**src/rtl/dbg_pkg.sv**
```systemverilog
// dbg_pkg
// Shared definitions for the bus-trace logger:
//   HDR_TAG    - fixed top three bits of every record header byte
//   tx_state_t - states of the record serialiser
//   nb_bytes() - bytes per record for a given address/data width
package dbg_pkg;

  localparam logic [2:0] HDR_TAG = 3'b101;

  typedef enum logic [2:0] {
    TX_IDLE,
    TX_WR,
    TX_GAP,
    TX_WAIT,
    TX_NEXT
  } tx_state_t;

  // Header byte, then address and data rounded up to whole bytes.
  function automatic int nb_bytes(input int addr_w, input int data_w);
    return 1 + (addr_w + 7) / 8 + (data_w + 7) / 8;
  endfunction

endpackage

```
**src/rtl/trace_fifo.sv**
```systemverilog
// trace_fifo
// Synchronous record FIFO, all state on the falling edge of clk.
// Read data is registered and only changes on a pop, so the popped record
// stays stable on rdata_o for as long as the consumer needs it.
// Ports:
//   clk, rst        clock, synchronous active-high reset
//   push_i, wdata_i write request and record; accepted if not full or popping
//   pop_i           read request; ignored when empty
//   rdata_o         record taken by the most recent pop
//   full_o, empty_o status flags
//   level_o         records currently held
module trace_fifo #(
  parameter int WIDTH = 48,
  parameter int DEPTH = 16
) (
  input  logic                     clk,
  input  logic                     rst,
  input  logic                     push_i,
  input  logic [WIDTH-1:0]         wdata_i,
  input  logic                     pop_i,
  output logic [WIDTH-1:0]         rdata_o,
  output logic                     full_o,
  output logic                     empty_o,
  output logic [$clog2(DEPTH):0]   level_o
);

  localparam int AW    = $clog2(DEPTH);
  localparam int LVL_W = AW + 1;

  logic [WIDTH-1:0] mem [DEPTH];
  logic [WIDTH-1:0] rdata_q;
  logic [AW-1:0]    wr_ptr_q, rd_ptr_q;
  logic [LVL_W-1:0] lvl_q, lvl_d;
  logic             do_push, do_pop;

  assign full_o  = (lvl_q == LVL_W'(DEPTH));
  assign empty_o = (lvl_q == '0);
  assign do_pop  = pop_i & ~empty_o;
  // A full FIFO still accepts a write when a read frees a slot the same edge.
  assign do_push = push_i & (~full_o | do_pop);

  always_comb begin
    lvl_d = lvl_q;
    case ({do_push, do_pop})
      2'b10:   lvl_d = lvl_q + 1'b1;
      2'b01:   lvl_d = lvl_q - 1'b1;
      default: lvl_d = lvl_q;
    endcase
  end

  // Storage array: no reset so it maps onto block RAM. On a simultaneous
  // push/pop at full the pointers coincide; the read returns the old entry.
  always_ff @(negedge clk) begin
    if (do_push) mem[wr_ptr_q] <= wdata_i;
    if (do_pop)  rdata_q       <= mem[rd_ptr_q];
  end

  always_ff @(negedge clk) begin
    if (rst) begin
      wr_ptr_q <= '0;
      rd_ptr_q <= '0;
      lvl_q    <= '0;
    end else begin
      if (do_push) wr_ptr_q <= wr_ptr_q + 1'b1;
      if (do_pop)  rd_ptr_q <= rd_ptr_q + 1'b1;
      lvl_q <= lvl_d;
    end
  end

  assign rdata_o = rdata_q;
  assign level_o = lvl_q;

endmodule

```
**src/rtl/uart_txm.sv**
```systemverilog
// uart_txm
// 8N1 serial transmitter, LSB first, falling-edge clocked.
// Ports:
//   clk, rst  clock, synchronous active-high reset
//   we_i      load data_i and start a frame (ignored while busy)
//   data_i    byte to send
//   txe_o     transmitter empty, ready for the next byte
//   tx_o      serial line, idles high
module uart_txm #(
  parameter int CLKS_PER_BIT = 16
) (
  input  logic       clk,
  input  logic       rst,
  input  logic       we_i,
  input  logic [7:0] data_i,
  output logic       txe_o,
  output logic       tx_o
);

  localparam logic [15:0] DIV_LAST = 16'(CLKS_PER_BIT - 1);

  logic [9:0]  shift_q, shift_d;
  logic [3:0]  bit_q, bit_d;
  logic [15:0] div_q, div_d;
  logic        busy_q, busy_d;

  always_comb begin
    shift_d = shift_q;
    bit_d   = bit_q;
    div_d   = div_q;
    busy_d  = busy_q;
    if (!busy_q) begin
      if (we_i) begin
        shift_d = {1'b1, data_i, 1'b0};  // stop, data, start
        bit_d   = '0;
        div_d   = '0;
        busy_d  = 1'b1;
      end
    end else if (div_q == DIV_LAST) begin
      div_d   = '0;
      shift_d = {1'b1, shift_q[9:1]};
      if (bit_q == 4'd9) busy_d = 1'b0;
      else               bit_d  = bit_q + 1'b1;
    end else begin
      div_d = div_q + 1'b1;
    end
  end

  always_ff @(negedge clk) begin
    if (rst) begin
      shift_q <= '1;
      bit_q   <= '0;
      div_q   <= '0;
      busy_q  <= 1'b0;
    end else begin
      shift_q <= shift_d;
      bit_q   <= bit_d;
      div_q   <= div_d;
      busy_q  <= busy_d;
    end
  end

  assign tx_o  = busy_q ? shift_q[0] : 1'b1;
  assign txe_o = ~busy_q;

endmodule

```
**src/rtl/dbg_trace.sv**
```systemverilog
// dbg_trace
// Bus-trace logger: captures CPU accesses that fall in one of NWIN address
// windows, queues fixed-format records and sends them byte by byte (header,
// address MSB-first, data MSB-first) through uart_txm. All logic runs on the
// falling edge of clk.
// Build option: define DBG_TRACE_HALT_EN to drive halt when the FIFO holds
// DEPTH-1 or more records; otherwise halt is tied low.
// Ports:
//   clk, rst                     clock, synchronous active-high reset
//   bus_sync                     one-cycle strobe qualifying bus sampling
//   bus_addr, bus_do, bus_di     address, write data, read data
//   bus_as, bus_oe,
//   bus_we_lo, bus_we_hi         active-low bus strobes
//   trace_en                     capture enable (queued records still drain)
//   win_en, win_base, win_mask   per-window enable, base and compare mask
//   halt                         CPU halt request
//   uart_tx                      serial output
//   fifo_lvl                     records queued
//   ovf_cnt                      dropped records, saturating
module dbg_trace
  import dbg_pkg::*;
#(
  parameter int ADDR_W   = 24,
  parameter int DATA_W   = 16,
  parameter int NWIN     = 4,
  parameter int DEPTH    = 16,
  parameter int BAUD_DIV = 16
) (
  input  logic                     clk,
  input  logic                     rst,
  input  logic                     bus_sync,
  input  logic [ADDR_W-1:0]        bus_addr,
  input  logic [DATA_W-1:0]        bus_do,
  input  logic [DATA_W-1:0]        bus_di,
  input  logic                     bus_as,
  input  logic                     bus_oe,
  input  logic                     bus_we_lo,
  input  logic                     bus_we_hi,
  input  logic                     trace_en,
  input  logic [NWIN-1:0]          win_en,
  input  logic [NWIN*ADDR_W-1:0]   win_base,
  input  logic [NWIN*ADDR_W-1:0]   win_mask,
  output logic                     halt,
  output logic                     uart_tx,
  output logic [$clog2(DEPTH):0]   fifo_lvl,
  output logic [15:0]              ovf_cnt
);

  localparam int AB    = (ADDR_W + 7) / 8;
  localparam int DB    = (DATA_W + 7) / 8;
  localparam int NB    = nb_bytes(ADDR_W, DATA_W);
  localparam int REC_W = 8 * NB;

  // ---------------- address match ----------------
  logic [NWIN-1:0] win_hit;
  logic [1:0]      win_idx;
  logic            hit;

  for (genvar gi = 0; gi < NWIN; gi++) begin : g_win
    assign win_hit[gi] = win_en[gi] &
      (((bus_addr ^ win_base[gi*ADDR_W +: ADDR_W]) & win_mask[gi*ADDR_W +: ADDR_W]) == '0);
  end

  // Walk from the top so the lowest matching window is left in win_idx.
  always_comb begin
    win_idx = 2'd0;
    for (int i = NWIN - 1; i >= 0; i--) begin
      if (win_hit[i]) win_idx = 2'(i);
    end
  end
  assign hit = |win_hit;

  // ---------------- capture ----------------
  logic             access, rd, cap, drop;
  logic             armed_q, armed_d;
  logic [7:0]       hdr;
  logic [8*AB-1:0]  addr_pad;
  logic [8*DB-1:0]  data_pad;
  logic [REC_W-1:0] rec_in;

  assign access = ~bus_as & (~bus_oe | ~bus_we_lo | ~bus_we_hi);
  assign rd     = ~bus_oe;
  // armed keeps a long access (several sync strobes) down to one record.
  assign cap    = bus_sync & trace_en & access & hit & armed_q;
  assign hdr    = {HDR_TAG, rd, ~bus_we_hi, ~bus_we_lo, win_idx};

  always_comb begin
    addr_pad = '0;
    addr_pad[ADDR_W-1:0] = bus_addr;
    data_pad = '0;
    data_pad[DATA_W-1:0] = rd ? bus_di : bus_do;
    rec_in = {hdr, addr_pad, data_pad};
  end

  always_comb begin
    armed_d = armed_q;
    if (bus_as)   armed_d = 1'b1;
    else if (cap) armed_d = 1'b0;
  end

  // ---------------- FIFO ----------------
  logic             fifo_pop, fifo_full, fifo_empty;
  logic [REC_W-1:0] rec_rd;
  logic [15:0]      ovf_q, ovf_d;

  trace_fifo #(
    .WIDTH (REC_W),
    .DEPTH (DEPTH)
  ) u_fifo (
    .clk     (clk),
    .rst     (rst),
    .push_i  (cap),
    .wdata_i (rec_in),
    .pop_i   (fifo_pop),
    .rdata_o (rec_rd),
    .full_o  (fifo_full),
    .empty_o (fifo_empty),
    .level_o (fifo_lvl)
  );

  assign drop = cap & fifo_full & ~fifo_pop;

  always_comb begin
    ovf_d = ovf_q;
    if (drop && ovf_q != 16'hFFFF) ovf_d = ovf_q + 1'b1;
  end

  // ---------------- serialiser ----------------
  tx_state_t  state_q, state_d;
  logic [3:0] byte_ctr_q, byte_ctr_d;
  logic       txe_q;
  logic       uart_we, uart_txe;
  logic [7:0] uart_byte;
  logic [7:0] rec_bytes [16];

  // Byte k of the popped record, header first; slots past NB read as zero.
  for (genvar gi = 0; gi < 16; gi++) begin : g_byte
    if (gi < NB) begin : g_used
      assign rec_bytes[gi] = rec_rd[REC_W-1-8*gi -: 8];
    end else begin : g_pad
      assign rec_bytes[gi] = 8'h00;
    end
  end
  assign uart_byte = rec_bytes[byte_ctr_q];

  // GAP gives txe_q time to see the UART go busy before WAIT looks at it.
  always_comb begin
    state_d    = state_q;
    byte_ctr_d = byte_ctr_q;
    fifo_pop   = 1'b0;
    uart_we    = 1'b0;
    case (state_q)
      TX_IDLE: begin
        if (!fifo_empty) begin
          fifo_pop   = 1'b1;
          byte_ctr_d = '0;
          state_d    = TX_WR;
        end
      end
      TX_WR: begin
        uart_we = 1'b1;
        state_d = TX_GAP;
      end
      TX_GAP:  state_d = TX_WAIT;
      TX_WAIT: if (txe_q) state_d = TX_NEXT;
      TX_NEXT: begin
        if (byte_ctr_q == 4'(NB - 1)) begin
          state_d = TX_IDLE;
        end else begin
          byte_ctr_d = byte_ctr_q + 1'b1;
          state_d    = TX_WR;
        end
      end
      default: state_d = TX_IDLE;
    endcase
  end

  uart_txm #(
    .CLKS_PER_BIT (BAUD_DIV)
  ) u_uart (
    .clk    (clk),
    .rst    (rst),
    .we_i   (uart_we),
    .data_i (uart_byte),
    .txe_o  (uart_txe),
    .tx_o   (uart_tx)
  );

  always_ff @(negedge clk) begin
    if (rst) begin
      armed_q    <= 1'b1;
      ovf_q      <= '0;
      state_q    <= TX_IDLE;
      byte_ctr_q <= '0;
      txe_q      <= 1'b1;
    end else begin
      armed_q    <= armed_d;
      ovf_q      <= ovf_d;
      state_q    <= state_d;
      byte_ctr_q <= byte_ctr_d;
      txe_q      <= uart_txe;
    end
  end

  assign ovf_cnt = ovf_q;

`ifdef DBG_TRACE_HALT_EN
  logic halt_q;
  always_ff @(negedge clk) begin
    if (rst) halt_q <= 1'b0;
    else     halt_q <= (fifo_lvl >= ($clog2(DEPTH)+1)'(DEPTH - 1));
  end
  assign halt = halt_q;
`else
  assign halt = 1'b0;
`endif

endmodule

```
**config.mk**
```make
export PLATFORM = sky130hd
export DESIGN_NAME = dbg_trace
export DESIGN_NICKNAME = d
export VERILOG_FILES = /design/src/rtl/dbg_pkg.sv /design/src/rtl/trace_fifo.sv /design/src/rtl/uart_txm.sv /design/src/rtl/dbg_trace.sv
export SDC_FILE = /design/constraint.sdc
export NUM_CORES = 1
export LEC_CHECK = 0
export CORE_MARGIN = 3
export CORE_UTILIZATION = 58
export CTS_CLUSTER_DIAMETER = 80
export DETAILED_ROUTE_END_ITERATION = 16
export GPL_TIMING_DRIVEN = 1
export HOLD_SLACK_MARGIN = 0.02
export PLACE_DENSITY = 0.77
export SYNTH_ARGS = -nofsm -noshare
export SYNTH_HDL_FRONTEND = slang
export SYNTH_SLANG_ARGS = --single-unit
```
**constraint.sdc**
```tcl
create_clock -name clk -period 9.88 [get_ports clk]
set_clock_uncertainty 0.1 [all_clocks]
set_input_delay 0.988 -clock clk [delete_from_list [all_inputs] [get_ports clk]]
set_output_delay 0.988 -clock clk [all_outputs]
set_load 0.03 [all_outputs]
```
==> run metrics <==
status finished clean; Power Total 9.390 mW; Leak 17.65 nW; Hold Fails Final Rpt 0; Vias per Instance 6.144; Distinct cells, synth 58; # fillers 3010; area grow syn2layout 31.75%; final core utilization 0.7769; max-cap violations 0; Setup CP Type in2reg; Hold Path Class reg2reg; Yosys top cell area share 0.6714; clock slew at reported path FFs 0.03 ns; TritonCTS clock tree yes; H-tree Lvls 3; Seq/Total Area, Yosys 0.7112; Synth area leaders edfxtp_1, mux4_2, dfxtp_1; Final WS setup 0.2359 ns; Final Wtd Congestion 1.018; ys flop type edfxtp_1; commonest non-fill, non-tap cell in the layout inv_1; PortBufs 281; Worst Path Arrival 4.92 ns; Clock Sinks 833; first-pass GRT wire length 157600 microns; #FFs+latches synth 833; Mapped Avg Cell Area 19.21 sq um; cell count after synthesis 1781; Post-CTS Setup Inserts 0; grt ovf 0; Post-Route WL 105600 microns; Critical Path RT 5.15 ns; crit path launch type input pin; Top-Level Pins 283; fin. max-slew vios 0; Num CTS Buffers 87; Synth Net Count 2057; CP delay by family, top simple AND/OR/NAND/NOR gates; largest net degree at the start of global routing 104; Starting Density 0.5897; crit-path max cell delay 1.02 ns; endpoints failing setup 0; Finished Layout Cells 3860; worst-path cell with the longest stage delay nor4b_4; layout cell share with drive strength beyond 1 0.1765; post_cts resized 0; CP Buf/Inv Count 6; HPWL after DPL 56090 microns; row cnt 88; Final Cell Area 45080 sq um; total placed instance area 38860 sq um; most frequent cells in the layout inv_1, edfxtp_1, clkdlybuf4s50_1, mux4_2, buf_4; Avg WL per Cell 27.37 microns; vias in the first global route 26700; Via Count 23720; DRC 0; Synth area leader edfxtp_1; Post-synth EDFFs 765; dpl cells 2863; drt pass-1 iters 5; Critical Path Most Common Cell buf_4; core area 58030 sq um; cells along the critical path clkdlybuf4s50_1, buf_4, xor2_1, a22oi_1, nand4_1, nor4b_2, buf_4, nor4_2, buf_4, nor2_1, buf_4, nor4b_4, buf_12; final layout net count 3295; YS warnings 0; GRT Overall Usage 0.3465; Worst Max-Slew Pin Slew 1.268 ns; WHS 0.3643 ns; maximum clock path buffer count 3; Slew headroom 0.1510; Worst setup EP type flop; hold-fix buffer count after cts 0; Detail Route Antenna Nets 0; clk_lat worst skew 0.70 ns; setup TNS 0 ns; antenna violations before repair 4; root buf cell clkbuf_16; Mapped Area 34220 sq um; width of the die 248.9 microns; Critical Path Fanout Max 34; Die H 248.9 microns; initial DRC count 2670; power per cell area 208.3 nW/um^2; Synth async-reset ratio 0; Setup WS pre-CTS -0.3106 ns; die area 61940 sq um; Max rail drop VDD 163.5 uV; RSZ-0062 raised after global routing no
==> synth_stat cells (all sizes together) (20+ instances only) <==
cell type / count
inv: 32
edfxtp: 765
a21oi: 41
a22oi: 79
dfxtp: 68
o21ai: 26
nand2: 41
mux2: 20
xor2: 102
mux4: 230
clkbuf: 55
nor3: 23
nand4: 34
buf: 25
nor2: 63
==> area by class of cell <==
cell class | count | area (sq um) | share of cell area
Sequential cell | 833 | 24350 | 0.5401
Multi-Input combinational cell | 836 | 9624 | 0.2135
Clock inverter | 908 | 3989 | 0.08849
Timing Repair Buffer | 397 | 3816 | 0.08466
Clock buffer | 89 | 2227 | 0.04941
Tap cell | 765 | 957.2 | 0.02123
Inverter | 31 | 116.4 | 0.002581
Antenna cell | 1 | 2.502 | 0.00005551
==> cells by family (layout without fill, tap and decap cells) <==
| logic type | after synthesis | after routing | share of synthesized area |
|---|---|---|---|
| buffers and inverters | 112 | 1425 | 0.01269 |
| other | 1 | 2 | 0.0001096 |
| xor gates and xnor gates | 107 | 107 | 0.02739 |
| AOI/OAI and AO/OA | 193 | 193 | 0.03895 |
| and+or+nand+nor | 257 | 257 | 0.04213 |
| adders and majority gates | 16 | 16 | 0.006070 |
| DFF | 833 | 833 | 0.7112 |
| muxes | 262 | 262 | 0.1615 |
==> worst paths after layout <==
| path | endpoint | cells after the start | startpoint | slack (ns) |
|---|---|---|---|---|
| hold reg to reg | u_uart.shift_q[3]$_SDFFE_NP1P_ | 1 | u_uart.shift_q[3]$_SDFFE_NP1P_ | 0.36 |
| setup reg to reg | u_fifo.rdata_o[18]$_DFFE_NP_ | 4 | u_fifo.rd_ptr_q[1]$_SDFFE_NP0P_ | 6.39 |
| hold / removal | u_uart.shift_q[3]$_SDFFE_NP1P_ | 1 | u_uart.shift_q[3]$_SDFFE_NP1P_ | 0.36 |
| setup / recovery | u_fifo.mem[2][4]$_DFFE_NP_ | 13 | bus_addr[22] | 0.24 |
==> registers in the layout, indices dropped and copies added, names as in the netlist <==
name and flops:
armed_q 1, byte_ctr_q 4, ovf_cnt 16, state_q 3, txe_q 1, u_fifo.level_o 5
u_fifo.mem 720, u_fifo.rd_ptr_q 4, u_fifo.rdata_o 45, u_fifo.wr_ptr_q 4, u_uart.bit_q 4, u_uart.busy_q 1
u_uart.div_q 16, u_uart.shift_q 9
==> metal layers <==
metal | share of wire | track usage
met1 | 0.35 | 0.4159
met2 | 0.51 | 0.5602
met3 | 0.098 | 0.1063
met4 | 0.042 | 0.2016
met5 | 0.00033 | 0
==> where the power goes <==
group          internal (mW)  leakage, nW  switching, mW
sequential              3.89         7.37         0.0136
clock                   2.56         5.95           2.50
combinational          0.198         4.34          0.232
(Power assumes the default switching activity.)
